`src/rtl/mux8_pkg.sv`:
```
// Shared constants, FSM state type and pointer wrap helper for the 8:1 round-robin collector.
package mux8_pkg;

  localparam int unsigned LANES = 8;
  localparam int unsigned SEL_W = 3;

  typedef enum logic {
    EMPTY = 1'b0,
    FULL  = 1'b1
  } state_e;

  function automatic logic [SEL_W-1:0] sel_inc(input logic [SEL_W-1:0] sel);
    return (sel == SEL_W'(LANES - 1)) ? '0 : sel + 1'b1;
  endfunction

endpackage

```
`src/rtl/rr_pick8.sv`:
```
// Combinational round-robin picker: first set req bit at index ptr, ptr+1, ... (mod 8).
module rr_pick8
  import mux8_pkg::*;
(
  input  logic [LANES-1:0] req,
  input  logic [SEL_W-1:0] ptr,
  output logic             any,
  output logic [SEL_W-1:0] gnt_idx,
  output logic [LANES-1:0] gnt_oh
);

  logic [SEL_W-1:0] idx;

  always_comb begin
    any     = 1'b0;
    gnt_idx = '0;
    gnt_oh  = '0;
    idx     = '0;
    for (int i = 0; i < LANES; i++) begin
      // 3-bit add wraps naturally past lane 7
      idx = ptr + SEL_W'(i);
      if (!any && req[idx]) begin
        any     = 1'b1;
        gnt_idx = idx;
      end
    end
    gnt_oh[gnt_idx] = any;
  end

endmodule

```
`src/rtl/mux_8x1_rr_collector.sv`:
```
// 8:1 round-robin collector with one registered output stage; out_sel tags the source lane.
// Optional even parity output out_par when MUX8_PARITY_EN is defined.
module mux_8x1_rr_collector
  import mux8_pkg::*;
#(
  parameter int unsigned W = 8
) (
  input  logic               clk,
  input  logic               rst_n,
  input  logic [LANES-1:0]   in_valid,
  input  logic [LANES*W-1:0] in_data,
  output logic [LANES-1:0]   in_ready,
  output logic               out_valid,
  output logic [W-1:0]       out_data,
  output logic [SEL_W-1:0]   out_sel,
`ifdef MUX8_PARITY_EN
  output logic               out_par,
`endif
  input  logic               out_ready
);

  state_e           state_q, state_d;
  logic [SEL_W-1:0] ptr_q, ptr_d;
  logic [W-1:0]     data_q, data_d;
  logic [SEL_W-1:0] sel_q, sel_d;
  logic             load;
  logic             any;
  logic [SEL_W-1:0] gnt_idx;
  logic [LANES-1:0] gnt_oh;
  logic [W-1:0]     gnt_data;

  rr_pick8 u_pick (
    .req     (in_valid),
    .ptr     (ptr_q),
    .any     (any),
    .gnt_idx (gnt_idx),
    .gnt_oh  (gnt_oh)
  );

  assign load     = (state_q == EMPTY) || out_ready;
  assign gnt_data = in_data[gnt_idx*W +: W];
  // Reset gates the handshake so no lane sees an accept while the stage is being cleared
  assign in_ready = (rst_n && load) ? gnt_oh : '0;

  always_comb begin
    state_d = state_q;
    ptr_d   = ptr_q;
    data_d  = data_q;
    sel_d   = sel_q;
    if (load) begin
      if (any) begin
        state_d = FULL;
        data_d  = gnt_data;
        sel_d   = gnt_idx;
        ptr_d   = sel_inc(gnt_idx);
      end else begin
        state_d = EMPTY;
      end
    end
  end

  always_ff @(posedge clk) begin
    if (!rst_n) begin
      state_q <= EMPTY;
      ptr_q   <= '0;
      data_q  <= '0;
      sel_q   <= '0;
    end else begin
      state_q <= state_d;
      ptr_q   <= ptr_d;
      data_q  <= data_d;
      sel_q   <= sel_d;
    end
  end

  assign out_valid = (state_q == FULL);
  assign out_data  = data_q;
  assign out_sel   = sel_q;

`ifdef MUX8_PARITY_EN
  logic par_q;

  always_ff @(posedge clk) begin
    if (!rst_n) begin
      par_q <= 1'b0;
    end else if (load && any) begin
      par_q <= ^gnt_data;
    end
  end

  assign out_par = par_q;
`endif

endmodule
```
`config.mk`:
```
export PLATFORM = sky130hd
export DESIGN_NAME = mux_8x1_rr_collector
export DESIGN_NICKNAME = d
export VERILOG_FILES = /design/src/rtl/mux8_pkg.sv /design/src/rtl/rr_pick8.sv /design/src/rtl/mux_8x1_rr_collector.sv
export SDC_FILE = /design/constraint.sdc
export NUM_CORES = 1
export LEC_CHECK = 0
export BUFFER_PORTS_ARGS = -buffer_cell sky130_fd_sc_hd__buf_2
export CORE_AREA = 3 3 77 79
export CTS_CLUSTER_SIZE = 8
export DETAILED_ROUTE_END_ITERATION = 8
export DIE_AREA = 0 0 80 82
export HOLD_SLACK_MARGIN = 0.12
export PLACE_DENSITY = 0.76
export SYNTH_ARGS = -nofsm -noshare
export SYNTH_HDL_FRONTEND = slang
export SYNTH_SLANG_ARGS = --single-unit
```
`constraint.sdc`:
```
create_clock -name clk -period 3.7 [get_ports clk]
set_clock_uncertainty 0.2 [all_clocks]
set_input_delay 0.185 -clock clk [delete_from_list [all_inputs] [get_ports clk]]
set_output_delay 0.185 -clock clk [all_outputs]
set_load 0.03 [all_outputs]
```
Word level (Yosys, flattened, before mapping)
Cells that the tools add are included.
W data, S select, Z words.

word-level totals
  flip-flop bits (word level) = 15
  input bits = 75
  output and inout bits = 20
  logic and storage cells = 81

operators by class
  $add $sub $neg = 8
  magnitude comparators = 10
  eq/ne operators = 1
  shift-type cells = 1
  mux-type cells = 37
  bitwise logic cells = 2
  reductions and logical operators = 18

operators with widths
  kind                   count
  $shiftx A64 B7 Y8      1
  $lt A3 B4 Y1 const B   9
  $mux W3                9
  $bmux W1 S3            8
  $mux W1                18
  $add A3 B3 Y3 const B  4
  $logic_and A1 B1 Y1    9
  $and A8 B8 Y8          1
  $mux W8                1
  $logic_not A1 Y1       7
  $add A3 B1 Y3 const B  2
  $add A3 B2 Y3 const B  2
  $demux W1 S3           1
  $eq A3 B3 Y1 const B   1
  $ge A3 B1 Y1 const B   1
  $reduce_and A2 Y1      1
  $logic_or A1 B1 Y1     1
  $not A1 Y1             1

Depth between registers and ports, before layout
Gate-level depths: netlist (run 1).

  word-level depth = 30
  depth in mapped cells = 18
  gate-level depth less buffers = 13

By module
Synthesis (run 1) repeated with hierarchy kept, for this count alone.

unflattened totals
  cell total of the unflattened synthesis = 272
  area, all modules = 2371.0 µm²

by module, submodules not included
  module                times used  cells each  area an instance (µm²)  sequential area each (µm²)
  mux_8x1_rr_collector  1           136         1189.9                  300.3
  rr_pick8              1           136         1181.1                  0.0

Worst setup path before layout (run 1)
Ideal clock, no wire load.

  path kind = register to output
  start = register ptr_q[1]
  end = output in_ready[6]
  data arrival time = 3.905 ns
  required time = 3.315 ns
  slack = -0.590 ns
  stages on the path, launching flop included = 16
  buffers on the path = 5
  path through = dfxtp_1 -> buf_2 -> buf_2 -> inv_1 -> ha_1 -> buf_2 -> mux4_2 -> mux2_2 -> and2b_1 -> nor3_1 -> o22a_1 -> o211a_1 -> buf_2 -> buf_2 -> nor2_1 -> nor3_1

between the ends
  longest elaborated chain between the ends = 30
  elaborated cells between the ends (all ways) = 60
  classes of those cells = add/sub: 7; order compare: 2; mux: 35; bitwise: 1; reduce/logical: 15

RTL lines
  what                                                                    RTL line                    RTL
  from (decl)                                                             mux_8x1_rr_collector.sv:23  logic [SEL_W-1:0] ptr_q, ptr_d;
  from (signal assigned)                                                  mux_8x1_rr_collector.sv:70  ptr_q <= ptr_d;
  parallel branches: the longest is 28 deep, another holds $add A3 B1 Y3  -
  $and A8 B8 Y8 (no source line) *                                        -
  $mux W8 *                                                               mux_8x1_rr_collector.sv:43  assign in_ready = (rst_n && load) ? gnt_oh : '0;
  to (decl)                                                               mux_8x1_rr_collector.sv:12  output logic [LANES-1:0] in_ready,

Mark *: on every way between the ends. The select of a mux whose other input is x is not followed.

Worst setup path after layout (run 1)
  start = register ptr_q[0]
  end = output in_ready[2]

Same word-level chain as after synthesis.

==> results of run 1 <==
-- per-stage QoR --
| step | TNS [ns] | setup slack, ns | instance area (µm²) | total power (µW) | hold WS [ns] |
|---|---|---|---|---|---|
| after floorplan | 0 | 0.00271 | 2500 | 2570 | 0.197 |
| after global placement | -0.483 | -0.0890 | 3060 | 3120 | 0.251 |
| after detailed placement | -1.42 | -0.203 | 3060 | 3170 | 0.254 |
| after CTS | 0 | 0.00222 | 3200 | 3450 | 0.136 |
| after global routing | -0.000656 | -0.000567 | 3300 | 3890 | 0.155 |
| final | 0 | 0.0913 | 3300 | 3630 | 0.138 |
-- synthesized netlist by cell type (3+ instances only) --
library cell	n
o211ai_1	4
nand4_1	18
a21oi_1	16
and4_1	3
ha_1	3
nor3_1	4
nand2b_1	3
inv_1	4
nor2_1	16
buf_2	13
buf_6	3
nand2_1	30
a2111o_1	8
clkbuf_1	7
mux4_2	8
nand3_1	26
o21ai_0	13
nor3b_1	3
mux2i_1	8
a22o_1	9
dfxtp_1	15
a31oi_1	24
a22oi_1	17
mux2_2	7
nor2b_1	3
-- critical path: stages (launching register included) --
cell and delay, ns:
dfxtp_1 0.38, inv_2 0.07, ha_4 0.30, buf_6 0.14, mux2_2 0.33, o22ai_1 0.17, o311a_1 0.28, o21ai_2 0.11
or3_1 0.38, and4_4 0.23, inv_2 0.10, nand2_4 0.12, nor3_4 0.19, buf_6 0.15
-- repair_timing --
item,CTS,global route
pin swaps,2,5
setup endpoints to repair,17,16
hold buffers,2,0
endpoints found under the hold margin,2,0
setup buffers,2,6
gates resized for setup,17,15
-- power breakdown --
| group | internal (µW) | switching, µW |
|---|---|---|
| Clock | 74.9 | 67.1 |
| Sequential | 228 | 42.5 |
| Combinational | 1320 | 1900 |
-- cells by family (layout without fill, tap and decap cells) --
logic type                 Yosys count  count (layout)  share of synthesized area
muxes                               26              26                      0.163
xor gates and xnor gates             5               5                     0.0214
and+or+nand+nor                    117             117                      0.257
buffers and inverters               32             132                     0.0680
adders and majority gates            3               3                     0.0157
AOI/OAI and AO/OA                  114             114                      0.349
DFF                                 15              15                      0.125
-- state kept, by name (all words and copies together), names as in the netlist --
name	count
out_sel	3
out_valid	1
out_data	8
ptr_q	3
-- layer usage --
| layer | vias up | track usage | part of all wire |
|---|---|---|---|
| met2 | 158 | 0.392 | 0.48 |
| met3 | 14 | 0.0428 | 0.089 |
| met5 | - | 0 | 0 |
| met1 | 1460 | 0.329 | 0.41 |
| met4 | 0 | 0.0557 | 0.016 |
| li1 | 1443 | - | - |
-- cell usage in the layout (no fill, tap or decap), types with 3 or more instances in the layout --
cell type  netlist  final
buf_2           13     92
nand2_1         30     29
nand3_1         26     24
a31oi_1         24     24
buf_4            1     22
nand4_1         18     18
a22oi_1         17     17
a21oi_1         16     15
dfxtp_1         15     14
o21ai_0         13     11
a22o_1           9      9
mux4_2           8      8
nor2_1          16      8
a2111o_1         8      8
mux2_2           7      7
mux2i_1          8      7
nor2_4           0      7
o211ai_1         4      4
nor2b_1          3      3
nand2b_1         3      3
inv_1            4      3
clkbuf_8         0      3
buf_6            3      3
-- path summary, 6_finish.rpt --
| path | startpoint | endpoint | cells after the start |
|---|---|---|---|
| hold / removal | in_data[4] | out_data[4] | 4 |
| hold reg to reg | out_sel[1] | out_sel[1] | 2 |
| setup / recovery | ptr_q[0] | in_ready[2] | 13 |
| setup reg to reg | ptr_q[0] | out_data[6] | 12 |
-- cell type report --
class / instances / area share
tap: 72 / 0.0273
sequential: 15 / 0.0913
clock buffer: 3 / 0.0125
timing repair buffer: 121 / 0.218
clock inverter: 1 / 0.00152
multi-input combinational: 265 / 0.640
inverter: 7 / 0.00947
==> impl_metrics.ini, run 1 <==
[clock_network]
cts_tree = yes
cts_sinks = 15
htreeDepth = 1
cts_buffer_depth = 2
cts_buffers = 3
cts_root_buffer = clkbuf_8
clk-insertion-delay-late_ns = 0.26
cts.clk_slew.worst_paths_ns = 0.07

[setup_path]
required_ns = 3.31
crit_fanout = 10
crit_type = flop to output port
cp-start-kind = flop
end_kind = output port
rrSetupSlack_ns = 0.18
arrival_ns = 3.22

[place]
dp.cells = 470
gp_congestion = 0.909
hpwlAfterDp_um = 6350
io_buffer_count = 94

[routing]
first_pass_iters = 5
drt_iter0_markers = 166
vias = 3075
post_drt_via_cell_ratio = 6.35
antenna_left = 0
drc = 0
wl_um = 8320
drt-wirelength-per-cell_um = 17.2

[final_layout]
n_fill_cell = 489
diodes = 0
areaGrowthSynthToFinish_pct = 38.0
seq_area_um2 = 302
multi_input_area_um2 = 2110
instances_no_fill = 484
nets = 491
fin_util = 0.611
layout-drive-gt1-share = 0.434

[timing]
max_freq_ghz = 0.277
slew_violations = 0
tightest_slew_ns = 0.665
setup_viol = 0
min_period_ns = 3.61
fin_crit_sh = 0.975
relSlewSlack = 0.556
hold_violations = 0

[synthesis]
syn_area_um2 = 2390
synth_flop_cell = dfxtp_1
syn_inst = 312
synth_edf_count = 0
yosysTopAreaCellShare = 0.125
synth_top_cells_by_area = dfxtp_1 13%, mux4_2 7.5%, a31oi_1 6.3%
synthDistinctLibCells = 61
yosysWarnings = 0
syn-num-nets = 390
ys_seq_elements = 15
syn_area_per_cell_um2 = 7.67
synthArstFlopShare = 0
netlist.top_cell.by_area = dfxtp_1
yosysSeqAreaShare = 0.125

[pwr]
p_leak_uw = 0.00137
peakVddDrop_mv = 0.648
p_per_area_nw_per_um2 = 1100

[floorplan]
die_x_um = 80
die_h_um = 82
core-area_um2 = 5410
die_area_um2 = 6560
start_util = 0.443
num_rows = 27
io-pin-count = 95

[global_routing]
grt_pass1_vias = 2702
grt_max_degree = 27
overflow = 0
antenna_found_initial = 0
grt_first_pass_wirelength_um = 12800
track_usage = 0.240

[flow_run]
maxCapViolations = 0

[status]
status = finished, final reports clean

[worst_hold_path]
hp-class = input pin to flop
No activity file was read; power rests on OpenSTA's default activity.
==> run 2, diff against run 1 <==
--- a/config.mk
+++ b/config.mk
@@ -11,6 +11,7 @@
 export DETAILED_ROUTE_END_ITERATION = 8
 export DIE_AREA = 0 0 80 82
 export HOLD_SLACK_MARGIN = 0.12
+export MAX_ROUTING_LAYER = met4
 export PLACE_DENSITY = 0.76
 export SYNTH_ARGS = -nofsm -noshare
 export SYNTH_HDL_FRONTEND = slang
==> impl_metrics.ini, run 2 (synthesis gave the netlist of run 1 again) <==
[timing]
rsz0062_at_grt = yes
fin_crit_sh = 0.966
tightest_slew_ns = 0.685
relSlewSlack = 0.540
setup_viol = 0
max_freq_ghz = 0.280
slew_violations = 0
min_period_ns = 3.57
fin_hold_ws_ns = 0.138
hold_violations = 0
tns_ns = 0

[floorplan]
die_area_um2 = 6560
io-pin-count = 95
num_rows = 27
die_x_um = 80
die_h_um = 82
core-area_um2 = 5410
start_util = 0.443

[clock_network]
cts_buffer_depth = 2
cts.clk_slew.worst_paths_ns = 0.07
cts_root_buffer = clkbuf_8
cts_sinks = 15
htreeDepth = 1
cts_buffers = 3
clk-insertion-delay-late_ns = 0.25
cts_tree = yes

[final_layout]
mostFrequentLayoutCell = buf_2
nets = 489
largest_reg_flops = 8
fin_util = 0.611
layout-drive-gt1-share = 0.434
final_cell_mix = 89 x buf_2, 29 x nand2_1, 24 x nand3_1, 24 x a31oi_1, 21 x buf_4
areaGrowthSynthToFinish_pct = 38.1
diodes = 0
final_area_um2 = 3300

[routing]
wl_um = 8360
first_pass_iters = 4
antenna_left = 0
drt-wirelength-per-cell_um = 17.3
drc = 0
post_drt_via_cell_ratio = 6.45
vias = 3108
drt_iter0_markers = 131

[global_routing]
track_usage = 0.243
antenna_found_initial = 0
grt_max_degree = 27
grt_first_pass_wirelength_um = 12600
grt_pass1_vias = 2680
overflow = 0

[pwr]
p_comb_frac = 0.884
seq_power_share = 0.077
p_leak_uw = 0.00137
peakVddDrop_mv = 0.574
swShare = 0.552
p_per_area_nw_per_um2 = 1090
p_total_uw = 3610
switchingPower_uw = 2000
clkPwrFrac = 0.039
p_int_uw = 1620

[place]
hpwlAfterDp_um = 6380
gp_congestion = 0.964
io_buffer_count = 94
place_area_um2 = 3070

[flow_run]
maxCapViolations = 0

[worst_hold_path]
min_delay_path_depth = 4
hp-class = input pin to flop

[setup_path]
arrival_ns = 3.19
crit_fanout = 10
cp-start-kind = flop
r2r_cells = 12
end_kind = output port
required_ns = 3.31
crit_type = flop to output port

[status]
status = finished, final reports clean
-- run 2: power by group through the flow --
stage | sequential, µW | combinational [µW] | clock, µW
floorplan | 341 | 2230 | 0
global placement | 270 | 2860 | 0
detailed placement | 272 | 2900 | 0
CTS | 269 | 3040 | 143
global route | 285 | 3460 | 147
finish | 278 | 3200 | 140
-- run 2: metrics by stage --
stage,std cells,setup slack [ns]
2_1_floorplan,312,0.00271
3_3_place_gp,471,-0.0800
3_5_place_dp,471,-0.154
4_1_cts,481,0.0330
5_1_grt,482,-0.0315
6_report,482,0.127
-- run 2: final timing paths --
path,startpoint,endpoint,slack [ns]
max,ptr_q[1],in_ready[3],0.13
min,in_data[5],out_data[5],0.14
max reg2reg,ptr_q[1],out_data[2],0.20
min reg2reg,out_data[1],out_data[1],0.27
-- run 2: timing repair --
action | CTS | global route
endpoints found under the setup margin | 17 | 16
resized for setup | 15 | 22
hold buffers | 2 | 0
setup buffers | 4 | 1
pin swaps | 3 | 3
endpoints found under the hold margin | 2 | 0
-- run 2: worst max-delay path: stages, from the launching register on --
cell	delay (ns)
dfxtp_1	0.36
inv_1	0.09
ha_4	0.30
buf_6	0.14
mux2_2	0.33
o22ai_1	0.16
o311a_1	0.24
o21ai_2	0.10
or3_1	0.38
and4_4	0.23
inv_2	0.11
nand3_2	0.15
nor2_4	0.14
clkbuf_4	0.19
-- run 2: cell type report --
cell class                      instances  area (µm²)
Tap cell                               72        90.1
Timing Repair Buffer                  119         708
Fill cell                             506        2100
Clock inverter                          1        5.00
Clock buffer                            3        41.3
Inverter                                7        28.8
Sequential cell                        15         304
Multi-Input combinational cell        265        2130
-- run 2: per-layer routing --
layer | vias to the layer above | global-route usage | share of wire
met5 | - | - | 0
met4 | 0 | 0.0304 | 0.010
met3 | 15 | 0.0351 | 0.086
met2 | 159 | 0.408 | 0.49
met1 | 1486 | 0.320 | 0.41
li1 | 1448 | - | -
==> run 3, diff against run 2 <==
--- a/config.mk
+++ b/config.mk
@@ -5,7 +5,8 @@
 export SDC_FILE = /design/constraint.sdc
 export NUM_CORES = 1
 export LEC_CHECK = 0
-export BUFFER_PORTS_ARGS = -buffer_cell sky130_fd_sc_hd__buf_2
+export BUFFER_PORTS_ARGS = -buffer_cell sky130_fd_sc_hd__buf_4
+export CAP_MARGIN = 10
 export CORE_AREA = 3 3 77 79
 export CTS_CLUSTER_SIZE = 8
 export DETAILED_ROUTE_END_ITERATION = 8
@@ -13,6 +14,7 @@
 export HOLD_SLACK_MARGIN = 0.12
 export MAX_ROUTING_LAYER = met4
 export PLACE_DENSITY = 0.76
+export SETUP_SLACK_MARGIN = 0.3
 export SYNTH_ARGS = -nofsm -noshare
 export SYNTH_HDL_FRONTEND = slang
 export SYNTH_SLANG_ARGS = --single-unit
==> impl_metrics.ini, run 3 (synthesis gave the netlist of run 1 again) <==
[status]
status = finished, final reports clean

[setup_path]
crit_chain = inv_6 > ha_4 > buf_4 > mux4_2 > mux2_4 > buf_4 > o21ai_4 > a311o_1 > nand2_4 > buf_12 > inv_8 > nand3_4 > nor2_4 > buf_6
worstReg2RegStart = ptr_q[0]
crit_type = flop to output port
path_delay_family = buffers and inverters
crit_fanout = 5
crit_buf_inv = 6
startpoint = ptr_q[0]
r2r_cells = 13
rrSetupSlack_ns = 0.16
timing.critical_path.to = in_ready[5]
critPathMaxStageDelay_ns = 0.38
r2r_end = out_data[6]
cpMostUsedCell = buf_4
required_ns = 3.31
arrival_ns = 3.17
critPathSlowestCell = dfxtp_4
cp-start-kind = flop
end_kind = output port
cp.depth = 14

[flow_run]
maxCapViolations = 0

[clock_network]
cts_tree = yes
htreeDepth = 1
clk-insertion-delay-late_ns = 0.26
cts_buffer_depth = 2
cts_buffers = 3
cts_root_buffer = clkbuf_8
cts_sinks = 15
cts.clk_slew.worst_paths_ns = 0.06

[floorplan]
io-pin-count = 95
start_util = 0.443
num_rows = 27
core-area_um2 = 5410
die_area_um2 = 6560
die_h_um = 82
die_x_um = 80

[final_layout]
areaGrowthSynthToFinish_pct = 80.8
layout-drive-gt1-share = 0.554
fin_util = 0.801
largest_reg_flops = 8
diodes = 0
nets = 539
mostFrequentLayoutCell = buf_4
n_fill_cell = 350
final_cell_mix = 136 x buf_4, 28 x nand2_1, 24 x nand3_1, 22 x a31oi_1, 21 x buf_6

[routing]
wl_um = 11400
first_pass_iters = 7
vias = 3659
drt-wirelength-per-cell_um = 21.5
drt_iter0_markers = 487
antenna_left = 0
drc = 0
post_drt_via_cell_ratio = 6.88

[global_routing]
track_usage = 0.319
grt_max_degree = 26
grt_first_pass_wirelength_um = 16000
antenna_found_initial = 0
grt_pass1_vias = 3309
overflow = 0

[pwr]
p_leak_uw = 0.00176
peakVddDrop_mv = 0.665
seq_power_share = 0.055
p_int_uw = 2570
p_per_area_nw_per_um2 = 1220
switchingPower_uw = 2690
clkPwrFrac = 0.028
swShare = 0.512
p_comb_frac = 0.917
p_total_uw = 5260

[timing]
slew_violations = 0
hold_violations = 0
min_period_ns = 3.55
setup_viol = 0
tightest_slew_ns = 0.550
max_freq_ghz = 0.281
fin_crit_sh = 0.961
tns_ns = 0
relSlewSlack = 0.631
rsz0062_at_grt = yes

[worst_hold_path]
hp-class = input pin to flop

[place]
io_buffer_count = 94
gp_congestion = 0.948
hpwlAfterDp_um = 6780
run 3: power by group through the flow:
stage	Sequential, µW	Clock, µW	Combinational (µW)
finish	289	147	4830
global route	293	148	5050
CTS	286	144	4220
detailed placement	283	0	3150
global placement	281	0	3120
floorplan	343	0	2510
run 3: what timing repair did:
item                                    4_1_cts  5_1_grt
pin swaps                                    25       17
hold buffers                                  4        0
endpoints found under the setup margin       17       18
gates cloned                                  3        1
setup buffers                                41        8
hold endpoints to repair                      8        0
resized for setup                            55       29
run 3: through the flow:
step / cells / area, µm² / hold slack, ns / worst slack [ns]
2_1_floorplan: 312 / 2660 / 0.208 / 0.120
6_report: 532 / 4330 / 0.134 / 0.145
3_5_place_dp: 471 / 3390 / 0.261 / -0.0261
5_1_grt: 532 / 4330 / 0.161 / 0.0923
4_1_cts: 523 / 4120 / 0.128 / 0.209
3_3_place_gp: 471 / 3390 / 0.256 / 0.0420
run 3: final cells by class:
class                      instances  area, µm²  area share
inverter                           7       48.8      0.0113
clock inverter                     1       5.00     0.00116
tap                               72       90.1      0.0208
timing repair inverter             1       6.26     0.00145
sequential                        15        308      0.0711
multi-input combinational        267       2420       0.559
timing repair buffer             166       1410       0.326
clock buffer                       3       41.3     0.00954
run 3: worst reg2reg max path, stage by stage (launching register included):
cell	delay, ns
dfxtp_4	0.38
inv_6	0.04
ha_4	0.30
mux4_2	0.58
nor3b_2	0.18
a311o_1	0.31
nor3_1	0.18
o22a_2	0.20
buf_4	0.13
o211ai_4	0.09
buf_4	0.18
a22o_1	0.22
a31oi_1	0.35
a2111o_1	0.15
run 3: worst min-delay path by stage:
stage,end,startpoint,slack (ns),cells after the start
final,out_data[2],in_data[10],0.13,4
after global routing,out_data[7],in_data[7],0.16,4
after CTS,out_data[3],in_data[35],0.13,4
after detailed placement,out_data[3],out_data[3],0.26,1
after global placement,out_sel[1],out_sel[1],0.26,2
after floorplan,ptr_q[1],rst_n,0.21,2
run 3: routing by layer:
layer / GRT usage / routed length [µm] / up-vias
met5: - / 0 / -
met4: 0.101 / 603 / 0
met3: 0.0757 / 1440 / 84
met2: 0.541 / 5250 / 306
met1: 0.373 / 4150 / 1707
li1: - / - / 1562
